==> src/rtl/wire_pipe_pkg.sv <==
// Shared helpers for wire_pipe: occupancy counter width derived from the slot count.
package wire_pipe_pkg;

  // A zero-slot pipe still exposes a 1-bit count port so the port list never changes shape.
  function automatic int cnt_w(input int stages);
    int w;
    w = $clog2(stages + 1);
    return (w < 1) ? 1 : w;
  endfunction

endpackage

==> src/rtl/wire_pipe_stage.sv <==
// One register slot of wire_pipe: valid/data flops plus the slot's ready term.
module wire_pipe_stage #(
  parameter int WIDTH = 8
) (
  input  logic             clk,
  input  logic             rst,
  input  logic             flush,
  input  logic             up_valid,
  input  logic [WIDTH-1:0] up_data,
  input  logic             dn_ready,
  output logic             ready,
  output logic             valid,
  output logic [WIDTH-1:0] data
);

  logic             valid_q, valid_d;
  logic [WIDTH-1:0] data_q, data_d;

  // An empty slot can always take a word; a full one only if it can pass its own on.
  assign ready = ~valid_q | dn_ready;

  always_comb begin
    valid_d = valid_q;
    data_d  = data_q;
    if (flush) begin
      valid_d = 1'b0;
    end else if (ready) begin
      valid_d = up_valid;
      // Bubbles leave the old payload in place so the data flops toggle less.
      if (up_valid) begin
        data_d = up_data;
      end
    end
  end

  always_ff @(posedge clk or posedge rst) begin
    if (rst) begin
      valid_q <= 1'b0;
      data_q  <= '0;
    end else begin
      valid_q <= valid_d;
      data_q  <= data_d;
    end
  end

  assign valid = valid_q;
  assign data  = data_q;

endmodule

==> src/rtl/wire_pipe.sv <==
// Stallable retiming pipe: STAGES register slots with valid/ready, flush and occupancy count.
module wire_pipe
  import wire_pipe_pkg::*;
#(
  parameter int WIDTH  = 8,
  parameter int STAGES = 2
) (
  input  logic                      clk,
  input  logic                      rst,
  input  logic                      flush,
  input  logic                      in_valid,
  input  logic [WIDTH-1:0]          in_data,
  output logic                      in_ready,
  output logic                      out_valid,
  output logic [WIDTH-1:0]          out_data,
  input  logic                      out_ready,
  output logic [cnt_w(STAGES)-1:0]  count
);

  localparam int CW = cnt_w(STAGES);

  // Handshake: a word moves across a port on every rising edge where that port's
  // valid and ready are both high; valid may not wait on ready, and a producer
  // holding valid while ready is low must keep its data stable until the transfer.

  typedef struct packed {
    logic             valid;
    logic [WIDTH-1:0] data;
  } slot_t;

  generate
    if (STAGES == 0) begin : g_wire
      logic unused_ctrl;
      assign unused_ctrl = ^{clk, rst, flush};
      assign out_valid   = in_valid;
      assign out_data    = in_data;
      assign in_ready    = out_ready;
      assign count       = '0;
    end else begin : g_pipe
      slot_t         tail;
      logic          in_xfer, out_xfer;
      logic [CW-1:0] count_q, count_d;

      // Ready ripples back from the output through each slot; per-slot nets keep the chain acyclic.
      for (genvar i = 0; i < STAGES; i++) begin : g_slot
        logic             up_valid;
        logic [WIDTH-1:0] up_data;
        logic             dn_ready;
        logic             slot_ready;
        logic             slot_valid;
        logic [WIDTH-1:0] slot_data;

        if (i == 0) begin : g_head
          assign up_valid = in_valid;
          assign up_data  = in_data;
        end else begin : g_link
          assign up_valid = g_slot[i-1].slot_valid;
          assign up_data  = g_slot[i-1].slot_data;
        end

        if (i == STAGES - 1) begin : g_tail
          assign dn_ready = out_ready;
        end else begin : g_mid
          assign dn_ready = g_slot[i+1].slot_ready;
        end

        wire_pipe_stage #(
          .WIDTH (WIDTH)
        ) u_stage (
          .clk      (clk),
          .rst      (rst),
          .flush    (flush),
          .up_valid (up_valid),
          .up_data  (up_data),
          .dn_ready (dn_ready),
          .ready    (slot_ready),
          .valid    (slot_valid),
          .data     (slot_data)
        );
      end

      assign tail      = '{valid: g_slot[STAGES-1].slot_valid, data: g_slot[STAGES-1].slot_data};
      assign in_ready  = g_slot[0].slot_ready & ~flush;
      assign out_valid = tail.valid & ~flush;
      assign out_data  = tail.data;

      assign in_xfer  = in_valid & in_ready;
      assign out_xfer = out_valid & out_ready;

      // Both ports gated by flush, so a flush edge never counts a transfer.
      always_comb begin
        count_d = count_q;
        if (flush) begin
          count_d = '0;
        end else if (in_xfer && !out_xfer) begin
          count_d = count_q + CW'(1);
        end else if (!in_xfer && out_xfer) begin
          count_d = count_q - CW'(1);
        end
      end

      always_ff @(posedge clk or posedge rst) begin
        if (rst) begin
          count_q <= '0;
        end else begin
          count_q <= count_d;
        end
      end

      assign count = count_q;
    end
  endgenerate

endmodule

==> config.mk <==
export PLATFORM = sky130hd
export DESIGN_NAME = wire_pipe
export DESIGN_NICKNAME = d
export VERILOG_FILES = /design/src/rtl/wire_pipe_pkg.sv /design/src/rtl/wire_pipe_stage.sv /design/src/rtl/wire_pipe.sv
export SDC_FILE = /design/constraint.sdc
export NUM_CORES = 1
export LEC_CHECK = 0
export ABC_AREA = 0
export CORE_MARGIN = 8
export CORE_UTILIZATION = 45
export DETAILED_ROUTE_END_ITERATION = 12
export GPL_ROUTABILITY_DRIVEN = 0
export GPL_TIMING_DRIVEN = 0
export HOLD_SLACK_MARGIN = 0.06
export PLACE_DENSITY = 0.78
export SLEW_MARGIN = 20
export SYNTH_ARGS = -nofsm -noshare
export SYNTH_HDL_FRONTEND = slang
export SYNTH_SLANG_ARGS = --single-unit
==> constraint.sdc <==
create_clock -name clk -period 3.25 [get_ports clk]
set_clock_uncertainty 0.05 [all_clocks]
set_input_delay 0.65 -clock clk [delete_from_list [all_inputs] [get_ports clk]]
set_output_delay 0.65 -clock clk [all_outputs]
set_load 0.05 [all_outputs]
Yosys cells after proc, flatten, opt, wreduce, memory -nomap -nowiden
Cells that the tools add are included.

Bits in registers: 20. Input port bits: 13. Output and inout bits: 12. Logic and storage cells: 32.

Add/sub/neg operators: 2. Muxes and demuxes: 7. Bitwise operators: 9. Reductions and logical operators: 9.

Operators by type and width (number): two-way mux 2 bit (3); AND reduction 3 bit (2); bitwise AND 1 bit (4); two-way mux 1 bit (4); nonzero test 2 bit (2); NOT 1 bit (3); nonzero test 3 bit (1); adder 2 x 1 -> 2 bit, second input constant (1); logical AND 1 bit (2); logical NOT 1 bit (2); bitwise OR 1 bit (2); subtractor 2 x 1 -> 2 bit, second input constant (1).

Longest topological paths before layout
Gate-level depths: netlist of run 1.

Depth after elaboration: 10. Gate-level depth with buffers: 4. Mapped depth without buffers: 3.

Hierarchy
A second synthesis of run 1 with hierarchy kept.

Cells, all modules: 66. Area, all modules: 894.6 um^2.

By module, submodules not included: wire_pipe_stage (instances 2, cells an instance 23, area an instance 362.8 um^2, sequential area each 225.2 um^2); wire_pipe (instances 1, cells an instance 20, area an instance 168.9 um^2, sequential area each 50.0 um^2).

Worst setup path before layout of run 1
No wires, ideal clock.

Kind: input to output. Start: in out_ready. End: out in_ready. Arrival: 1492 ps. Data required time: 2550 ps. Slack: 1058 ps. Stages on the path: 2. Buffers on the path: 0. Cells stage by stage: and3b_2 > nor2_1.

Longest elaborated chain between the ends: 3.

RTL lines: start, declared (line wire_pipe.sv:16) `input logic out_ready,`; bitwise OR 1 bit (2 in a row) (line wire_pipe_stage.sv:20) `assign ready = ~valid_q | dn_ready;`; bitwise AND 1 bit (line wire_pipe.sv:83) `assign in_ready = g_slot[0].slot_ready & ~flush;`; end, declared (line wire_pipe.sv:13) `output logic in_ready,`.

Every way passes these cells.

Worst setup path after layout of run 1
Same ends and word-level chain as after synthesis.

==> qor.yml, run 1 <==
crit_type: "primary input to primary output"
reg2regPathDepth: 3
irDropWorstVdd_uv: 401
syn_area_um2: 870
crit_arrival_ns: 2.40
swShare: 0.362
fmax_ghz: 0.322
max-clock-path-buffers: 2
ys_warn_count: 0
final_hold_viol_count: 0
dp.final_hpwl_um: 1260
wl_per_cell_um: 14.0
syn_nets: 74
final_core_util: 0.614
initial_utilization: 0.462
worstSkewPairLatency_ns: 0.29
routed_wirelength_um: 1600
min_period_ns: 3.10
p_clk_frac: 0.155
power_density_mw_per_mm2: 610
port_buffers: 23
layout.nets: 102
synth.avg_cell_area_um2: 14.3
antenna_found_initial: 0
fin_crit_sh: 0.955
crit_fanout: 7
syn_to_final_growth_pct: 32.9
met1_usage: 0.115
min_to: "g_pipe.g_slot[1].u_stage.data[1]"
synth_cells: 61
slew_headroom: 0.514
pwr-share-seq: 0.456
diodes: 0
htreeDepth: 1
tritoncts: "done"
die-area_mm2: 0.00360
grt-ovfl-total: 0
ys_seq_area_frac: 0.576
p_switching_mw: 0.255
num_rows: 16
hold_buffers: 0
die-width_um: 60.0
worstReg2RegStart: "g_pipe.g_slot[1].u_stage.valid"
grt_pass1_vias: 631
grtUsageTotal: 0.104
synth-seq-cells: 20
hp-start: "g_pipe.g_slot[0].u_stage.data[1]"
grt_max_degree: 21
cts_setup_buffers: 0
cts.sinks: 20
die_h_um: 60.0
clk_pin_slew_ns: 0.10
rsz0062_at_grt: "no"
io_pins: 25
setup_viol: 0
r2r_slack_ns: 1.68
grt_pass1_wl_um: 2770
drc: 0
cts-root-buf: "clkbuf_4"
worstHoldPathCells: 1
busiest_layer: "met2"
maxCapViolCount: 0
postRouteAntennaNets: 0
drive_gt1_frac: 0.310
cts_buffers: 3
met2_usage: 0.166
hold_path_class: "flop to flop"
fin_tns_setup_ns: 0
p_leak_nw: 0.480
core_mm2: 0.00188
startpoint_type: "primary input"
yosysUniqueCellTypes: 19
dr.pass1.iters: 2
worstPathRequired_ns: 2.55
outcome: "finished, final reports clean"
drt_iter0_drc: 1
nFillCells: 168
tightest_slew_ns: 0.728
worst_setup_path_end_kind: "primary output"
vias: 566
drv_slew: 0
r2r_end: "g_pipe.g_slot[1].u_stage.data[7]"
cts.repair.resized: 0
pwr-share-comb: 0.389
route.detailed.vias_per_inst: 4.96
p_int_mw: 0.450
grt.met3_usage: 0.0387
logic make-up (layout without fill, tap and decap cells):
logic type | Yosys count | after routing | synth area share
compound gates | 5 | 5 | 0.0389
buf+inv | 2 | 28 | 0.0173
flops | 20 | 20 | 0.576
mux | 17 | 17 | 0.220
simple gates | 17 | 17 | 0.148
metrics by stage:
stage	std cells	hold slack (ns)	area (um^2)	worst slack (ns)	power (mW)
global route	114	0.479	1160	0.102	0.741
CTS	114	0.463	1160	0.153	0.718
floorplan	61	0.424	870	1.06	0.504
finish	114	0.460	1160	0.147	0.706
global placement	111	0.430	1130	0.152	0.599
detailed placement	111	0.439	1130	0.157	0.606
cell type report:
cell class / instances / area (um^2) / area share
sequential: 20 / 500 / 0.433
multi-input combinational: 39 / 354 / 0.306
timing repair buffer: 23 / 230 / 0.199
tap: 27 / 33.8 / 0.0292
clock buffer: 3 / 22.5 / 0.0195
buffer: 1 / 11.3 / 0.00974
inverter: 1 / 3.75 / 0.00325
placed cells by master (no fill, tap or decap), types with 2 or more instances in the layout:
cell and count:
dfrtp_1 20, clkdlybuf4s50_1 23, and3b_2 2, mux2_2 17
clkbuf_4 3, nor2b_1 2, nor2_1 6
cells in the mapped netlist:
cell type  instances  area share
and4bb_2           1       0.014
inv_1              1      0.0043
a21boi_0           1      0.0086
dfrtp_1           20        0.58
nand2_2            1      0.0072
nor2b_4            1       0.016
nand3b_1           1      0.0086
and2b_1            1      0.0086
buf_6              1       0.013
and3b_2            2       0.023
o21ai_0            1      0.0057
nor3b_4            1       0.022
a211oi_1           1      0.0086
mux2_2            17        0.22
o211ai_1           1      0.0086
nor2b_1            2       0.014
a31oi_1            1      0.0072
nor3b_1            1      0.0086
nor2_1             6       0.026
flip-flops by register name, indices dropped and copies added (netlist names):
name	cells
g_pipe.g_slot.u_stage.data	16
count	2
g_pipe.g_slot.u_stage.valid	2
power by group through the flow:
stage               Clock, mW  Combinational (mW)  Sequential, mW
floorplan                   0              0.0673           0.437
global placement            0               0.275           0.324
detailed placement          0               0.278           0.329
CTS                     0.116               0.278           0.323
global route            0.124               0.286           0.331
finish                  0.109               0.274           0.322
per-layer routing:
metal,wire [um],vias up
met1,672,273
li1,-,271
met4,29,0
met3,136,4
met2,757,18
met5,0,-
worst max-delay path by stage:
stage / from / end / cells past startpoint
floorplan: out_ready / in_ready / 2
global placement: out_ready / in_ready / 4
global route: out_ready / in_ready / 4
finish: out_ready / in_ready / 4
detailed placement: out_ready / in_ready / 4
CTS: out_ready / in_ready / 4
worst max-delay path: stages:
cell             delay (ns)
clkdlybuf4s50_1        0.62
and3b_2                0.25
nor2_1                 0.08
clkdlybuf4s50_1        0.81
Power figures use the tool's default switching activity.
==> run 2, diff against run 1 <==
--- a/config.mk
+++ b/config.mk
@@ -7,13 +7,13 @@
 export LEC_CHECK = 0
 export ABC_AREA = 0
 export CORE_MARGIN = 8
-export CORE_UTILIZATION = 45
+export CORE_UTILIZATION = 49
 export DETAILED_ROUTE_END_ITERATION = 12
 export GPL_ROUTABILITY_DRIVEN = 0
 export GPL_TIMING_DRIVEN = 0
 export HOLD_SLACK_MARGIN = 0.06
-export PLACE_DENSITY = 0.78
-export SLEW_MARGIN = 20
+export PLACE_DENSITY = 0.84
+export SLEW_MARGIN = 40
 export SYNTH_ARGS = -nofsm -noshare
 export SYNTH_HDL_FRONTEND = slang
 export SYNTH_SLANG_ARGS = --single-unit
==> constraint.sdc (replaced) <==
create_clock -name clk -period 3.9 [get_ports clk]
set_clock_uncertainty 0.05 [all_clocks]
set_input_delay 0.78 -clock clk [delete_from_list [all_inputs] [get_ports clk]]
set_output_delay 0.78 -clock clk [all_outputs]
set_load 0.05 [all_outputs]
==> qor.yml, run 2 (same netlist as run 1, synthesis figures left out) <==
dr.pass1.iters: 2  # unchanged
fin_tns_setup_ns: 0  # unchanged
final_cell_mix: "clkdlybuf4s50_1, dfrtp_1, mux2_2, nor2_1, clkbuf_4"  # unchanged
power_mw: 0.614  # was 0.706 mW
p_leak_nw: 0.483  # was 0.480 nW
die_h_um: 58.1  # was 60.0 um
cts.repair.resized: 0  # unchanged
post-place-cells: 101  # was 111
min_period_ns: 3.34
route.detailed.vias_per_inst: 5.34  # was 4.96
drv_slew: 0  # unchanged
startpoint_type: "primary input"  # unchanged
setup_ws_ns: 0.564  # was 0.147 ns
dp.final_hpwl_um: 1150  # was 1260 um
port_buffers: 23  # unchanged
crit_path_frequent_cell: "clkdlybuf4s50_1"  # unchanged
syn_to_final_growth_pct: 33.1  # was 32.9%
postRouteAntennaNets: 0  # unchanged
tightest_slew_ns: 0.678  # was 0.728 ns
path_cells: "clkdlybuf4s50_1 -> and3b_2 -> nor2_1 -> clkdlybuf4s50_1"  # unchanged
drt_iter0_drc: 1  # unchanged
cts_setup_buffers: 0  # unchanged
nFillCells: 131  # was 168
vias: 561  # was 566
htreeDepth: 1  # unchanged
drive_gt1_frac: 0.318  # was 0.310
seq_area_um2: 500  # unchanged
slew_headroom: 0.545  # was 0.514
crit_family: "buffers and inverters"  # unchanged
worstPathRequired_ns: 3.07  # was 2.55 ns
irDropWorstVdd_uv: 375  # was 401 uV
grt_pass1_wl_um: 2630  # was 2770 um
power_density_mw_per_mm2: 530  # was 610 mW/mm^2
max_stage_delay_ns: 0.80  # was 0.81 ns
clk_pin_slew_ns: 0.11  # was 0.10 ns
grt-ovfl-total: 0  # unchanged
met1_usage: 0.121  # was 0.115
met2_usage: 0.150  # was 0.166
r2r_slack_ns: 2.33  # was 1.68 ns
antenna_found_initial: 0  # unchanged
cts-root-buf: "clkbuf_4"  # unchanged
crit_arrival_ns: 2.51  # was 2.40 ns
fmax_ghz: 0.300
die-width_um: 58.1  # was 60.0 um
wl_per_cell_um: 15.4  # was 14.0 um
grt_max_degree: 21  # unchanged
final_cells: 105  # was 114
outcome: "finished, final reports clean"  # unchanged
hold_buffers: 0  # unchanged
tritoncts: "done"  # unchanged
diodes: 0  # unchanged
core_mm2: 0.00169  # was 0.00188 mm^2
fin_crit_sh: 0.855
worst-path-buf-inv: 2  # unchanged
pre_cts_ws_ns: 0.566  # was 0.157 ns
cts.sinks: 20  # unchanged
initial_utilization: 0.515  # was 0.462
cpMaxStageDelayCell: "clkdlybuf4s50_1"  # unchanged
final_core_util: 0.685  # was 0.614
layout_commonest_cell: "clkdlybuf4s50_1"  # unchanged
grt_pass1_vias: 567  # was 631
crit_fanout: 7  # unchanged
grt.met3_usage: 0.0442  # was 0.0387
maxCapViolCount: 0  # unchanged
multi_input_area_um2: 354  # unchanged
routed_wirelength_um: 1620  # was 1600 um
num_rows: 15  # was 16
final_hold_viol_count: 0  # unchanged
busiest_layer: "met2"  # unchanged
setup_viol: 0  # unchanged
worst_setup_path_end_kind: "primary output"  # unchanged
io_pins: 25  # unchanged
crit_type: "primary input to primary output"  # unchanged
cts_buffers: 3  # unchanged
grtUsageTotal: 0.103  # was 0.104
largest_reg_flops: 16  # unchanged
worstSkewPairLatency_ns: 0.29  # about the same
die-area_mm2: 0.00338  # was 0.00360 mm^2
drc: 0  # unchanged
layout.nets: 102  # unchanged
hold_path_class: "flop to flop"  # unchanged
rsz0062_at_grt: "no"  # unchanged
max-clock-path-buffers: 2  # unchanged
==> run 2: changes by cell type in the layout (fill, tap and decap cells not counted), sizes merged <==
| cell | delta |
|---|---|
| clkinv | +1 |
| inv | -1 |
| clkbuf | +1 |
==> run 2: routing by layer <==
| metal | up-vias | wire [um] | share of wire |
|---|---|---|---|
| li1 | 269 | - | - |
| met1 | 276 | 704 | 0.43 |
| met2 | 14 | 805 | 0.50 |
| met3 | 2 | 92 | 0.057 |
| met4 | 0 | 16 | 0.0099 |
| met5 | - | 0 | 0 |
==> run 2: final cells by class <==
class / instances / share of cell area
repair buffers: 23 / 0.199
clock buffers: 4 / 0.0314
inverters: 1 / 0.00324
flip-flops and latches: 20 / 0.432
well taps: 17 / 0.0184
multi-input cells: 39 / 0.306
plain buffers: 1 / 0.00973
==> run 2: path summary, 6_finish.rpt <==
| check | from | to | cells after the start |
|---|---|---|---|
| setup / recovery | out_ready | in_ready | 4 |
| hold / removal | g_pipe.g_slot[0].u_stage.data[5] | g_pipe.g_slot[1].u_stage.data[5] | 1 |
| setup reg to reg | g_pipe.g_slot[1].u_stage.valid | g_pipe.g_slot[1].u_stage.data[7] | 3 |
| hold reg to reg | g_pipe.g_slot[0].u_stage.data[5] | g_pipe.g_slot[1].u_stage.data[5] | 1 |
| max in group asynchronous | rst | g_pipe.g_slot[0].u_stage.data[5] | 2 |
| min in group asynchronous | rst | g_pipe.g_slot[1].u_stage.data[6] | 2 |
==> run 2: power by group <==
part           total (mW)  leakage [nW]  internal, mW  switching [mW]
Sequential          0.268         0.242         0.247          0.0204
Combinational       0.228         0.220        0.0921           0.136
Clock               0.118        0.0210        0.0569          0.0614
Total               0.614         0.483         0.396           0.217
==> run 2: stage by stage <==
| step | cell area [um^2] | hold slack [ns] |
|---|---|---|
| final | 1160 | 0.457 |
| after detailed placement | 1120 | 0.437 |
| after CTS | 1160 | 0.461 |
| after global routing | 1160 | 0.485 |
| after floorplan | 870 | 0.424 |
| after global placement | 1120 | 0.432 |
==> run 3, diff against run 2 <==
--- a/config.mk
+++ b/config.mk
@@ -7,12 +7,12 @@
 export LEC_CHECK = 0
 export ABC_AREA = 0
 export CORE_MARGIN = 8
-export CORE_UTILIZATION = 49
+export CORE_UTILIZATION = 45
 export DETAILED_ROUTE_END_ITERATION = 12
 export GPL_ROUTABILITY_DRIVEN = 0
 export GPL_TIMING_DRIVEN = 0
 export HOLD_SLACK_MARGIN = 0.06
-export PLACE_DENSITY = 0.84
+export PLACE_DENSITY = 0.78
 export SLEW_MARGIN = 40
 export SYNTH_ARGS = -nofsm -noshare
 export SYNTH_HDL_FRONTEND = slang
==> constraint.sdc (replaced) <==
create_clock -name clk -period 3.4 [get_ports clk]
set_clock_uncertainty 0.05 [all_clocks]
set_input_delay 0.68 -clock clk [delete_from_list [all_inputs] [get_ports clk]]
set_output_delay 0.68 -clock clk [all_outputs]
set_load 0.05 [all_outputs]
==> qor.yml, run 3 (same netlist as run 1, synthesis figures left out) <==
layout_commonest_cell: "clkdlybuf4s50_1"  # unchanged
p_clk_frac: 0.155  # was 0.193
grt_pass1_wl_um: 2770  # was 2630 um
hold_buffers: 0  # unchanged
layout.nets: 102  # unchanged
met1_usage: 0.115  # was 0.121
cts-root-buf: "clkbuf_4"  # unchanged
reg2regPathDepth: 3  # unchanged
max-clock-path-buffers: 2  # unchanged
busiest_layer: "met2"  # unchanged
core_mm2: 0.00188  # was 0.00169 mm^2
clk_pin_slew_ns: 0.10  # was 0.11 ns
startpoint_type: "primary input"  # unchanged
power_density_mw_per_mm2: 583  # was 530 mW/mm^2
p_leak_nw: 0.476  # was 0.483 nW
postRouteAntennaNets: 0  # unchanged
cts_buffers: 3  # unchanged
outcome: "finished, final reports clean"  # unchanged
cts.repair.resized: 0  # unchanged
grtUsageTotal: 0.104  # was 0.103
dr.pass1.iters: 2  # unchanged
swShare: 0.362  # was 0.354
largest_reg_flops: 16  # unchanged
diodes: 0  # unchanged
worstSkewPairLatency_ns: 0.29  # about the same
setup_viol: 0  # unchanged
placed_area_mm2: 0.00113  # was 0.00112 mm^2
final_core_util: 0.614  # was 0.685
drive_gt1_frac: 0.310  # was 0.318
die-width_um: 60.0  # was 58.1 um
syn_to_final_growth_pct: 32.9  # was 33.1%
dp.final_hpwl_um: 1260  # was 1150 um
route.detailed.vias_per_inst: 4.96  # was 5.34
initial_utilization: 0.462  # was 0.515
htreeDepth: 1  # unchanged
met2_usage: 0.166  # was 0.150
fin_hold_ws_ns: 0.460  # was 0.457 ns
pwr-share-comb: 0.389  # was 0.371
fin_crit_sh: 0.930
cts.sinks: 20  # unchanged
fmax_ghz: 0.316
p_switching_mw: 0.244  # was 0.217 mW
num_rows: 16  # was 15
final_cell_mix: "clkdlybuf4s50_1, dfrtp_1, mux2_2, nor2_1, clkbuf_4"  # unchanged
power_mw: 0.674  # was 0.614 mW
tightest_slew_ns: 0.684  # was 0.678 ns
crit_type: "primary input to primary output"  # unchanged
fin_tns_setup_ns: 0  # unchanged
tritoncts: "done"  # unchanged
port_buffers: 23  # unchanged
io_pins: 25  # unchanged
setup_ws_ns: 0.237  # was 0.564 ns
maxCapViolCount: 0  # unchanged
drv_slew: 0  # unchanged
grt-ovfl-total: 0  # unchanged
min_period_ns: 3.16
crit_arrival_ns: 2.43  # was 2.51 ns
die_h_um: 60.0  # was 58.1 um
antenna_found_initial: 0  # unchanged
worstHoldPathCells: 1  # unchanged
vias: 566  # was 561
final_hold_viol_count: 0  # unchanged
drt_iter0_drc: 1  # unchanged
final_cells: 114  # was 105
hold_path_class: "flop to flop"  # unchanged
grt_pass1_vias: 631  # was 567
routed_wirelength_um: 1600  # was 1620 um
cts_setup_buffers: 0  # unchanged
p_int_mw: 0.431  # was 0.396 mW
pwr-share-seq: 0.456  # was 0.436
irDropWorstVdd_uv: 383  # was 375 uV
grt_max_degree: 21  # unchanged
slew_headroom: 0.541  # was 0.545
grt.met3_usage: 0.0387  # was 0.0442
wl_per_cell_um: 14.0  # was 15.4 um
worstPathRequired_ns: 2.67  # was 3.07 ns
die-area_mm2: 0.00360  # was 0.00338 mm^2
fin_area_mm2: 0.00116  # about the same
worst_setup_path_end_kind: "primary output"  # unchanged
drc: 0  # unchanged
pre_cts_ws_ns: 0.247  # was 0.566 ns
rsz0062_at_grt: "no"  # unchanged
post-place-cells: 111  # was 101
crit_fanout: 7  # unchanged
-- run 3: changes by cell type in the layout (fill, tap and decap cells not counted) --
cell,before,now
clkbuf_8,1,0
-- run 3: power by group through the flow --
stage	logic, mW	registers (mW)	clock network [mW]
final	0.262	0.308	0.105
after global routing	0.273	0.317	0.118
after CTS	0.266	0.309	0.111
after detailed placement	0.265	0.314	0
after global placement	0.262	0.310	0
after floorplan	0.0643	0.418	0
-- run 3: final cells by class --
| cell class | count | area, um^2 |
|---|---|---|
| clock buffers | 3 | 22.5 |
| plain buffers | 1 | 11.3 |
| repair buffers | 23 | 230 |
| well taps | 27 | 33.8 |
| inverters | 1 | 3.75 |
| multi-input cells | 39 | 354 |
| flip-flops and latches | 20 | 500 |
| fillers | 168 | 726 |
-- run 3: final timing paths --
kind / startpoint / to / slack (ns)
max reg2reg: g_pipe.g_slot[1].u_stage.valid / g_pipe.g_slot[1].u_stage.data[7] / 1.83
max in group asynchronous: rst / g_pipe.g_slot[0].u_stage.data[0] / 2.31
min reg2reg: g_pipe.g_slot[0].u_stage.data[1] / g_pipe.g_slot[1].u_stage.data[1] / 0.46
max: out_ready / in_ready / 0.24
min in group asynchronous: rst / g_pipe.g_slot[1].u_stage.data[6] / 0.66
min: g_pipe.g_slot[0].u_stage.data[1] / g_pipe.g_slot[1].u_stage.data[1] / 0.46
-- run 3: metal layers --
metal	wire length [um]	share of wire
met3	136	0.085
met5	0	0
met1	672	0.42
met4	29	0.018
met2	757	0.47
-- run 3: worst max-delay path, cell delays in order --
cell	delay [ns]
clkdlybuf4s50_1	0.62
and3b_2	0.25
nor2_1	0.08
clkdlybuf4s50_1	0.81
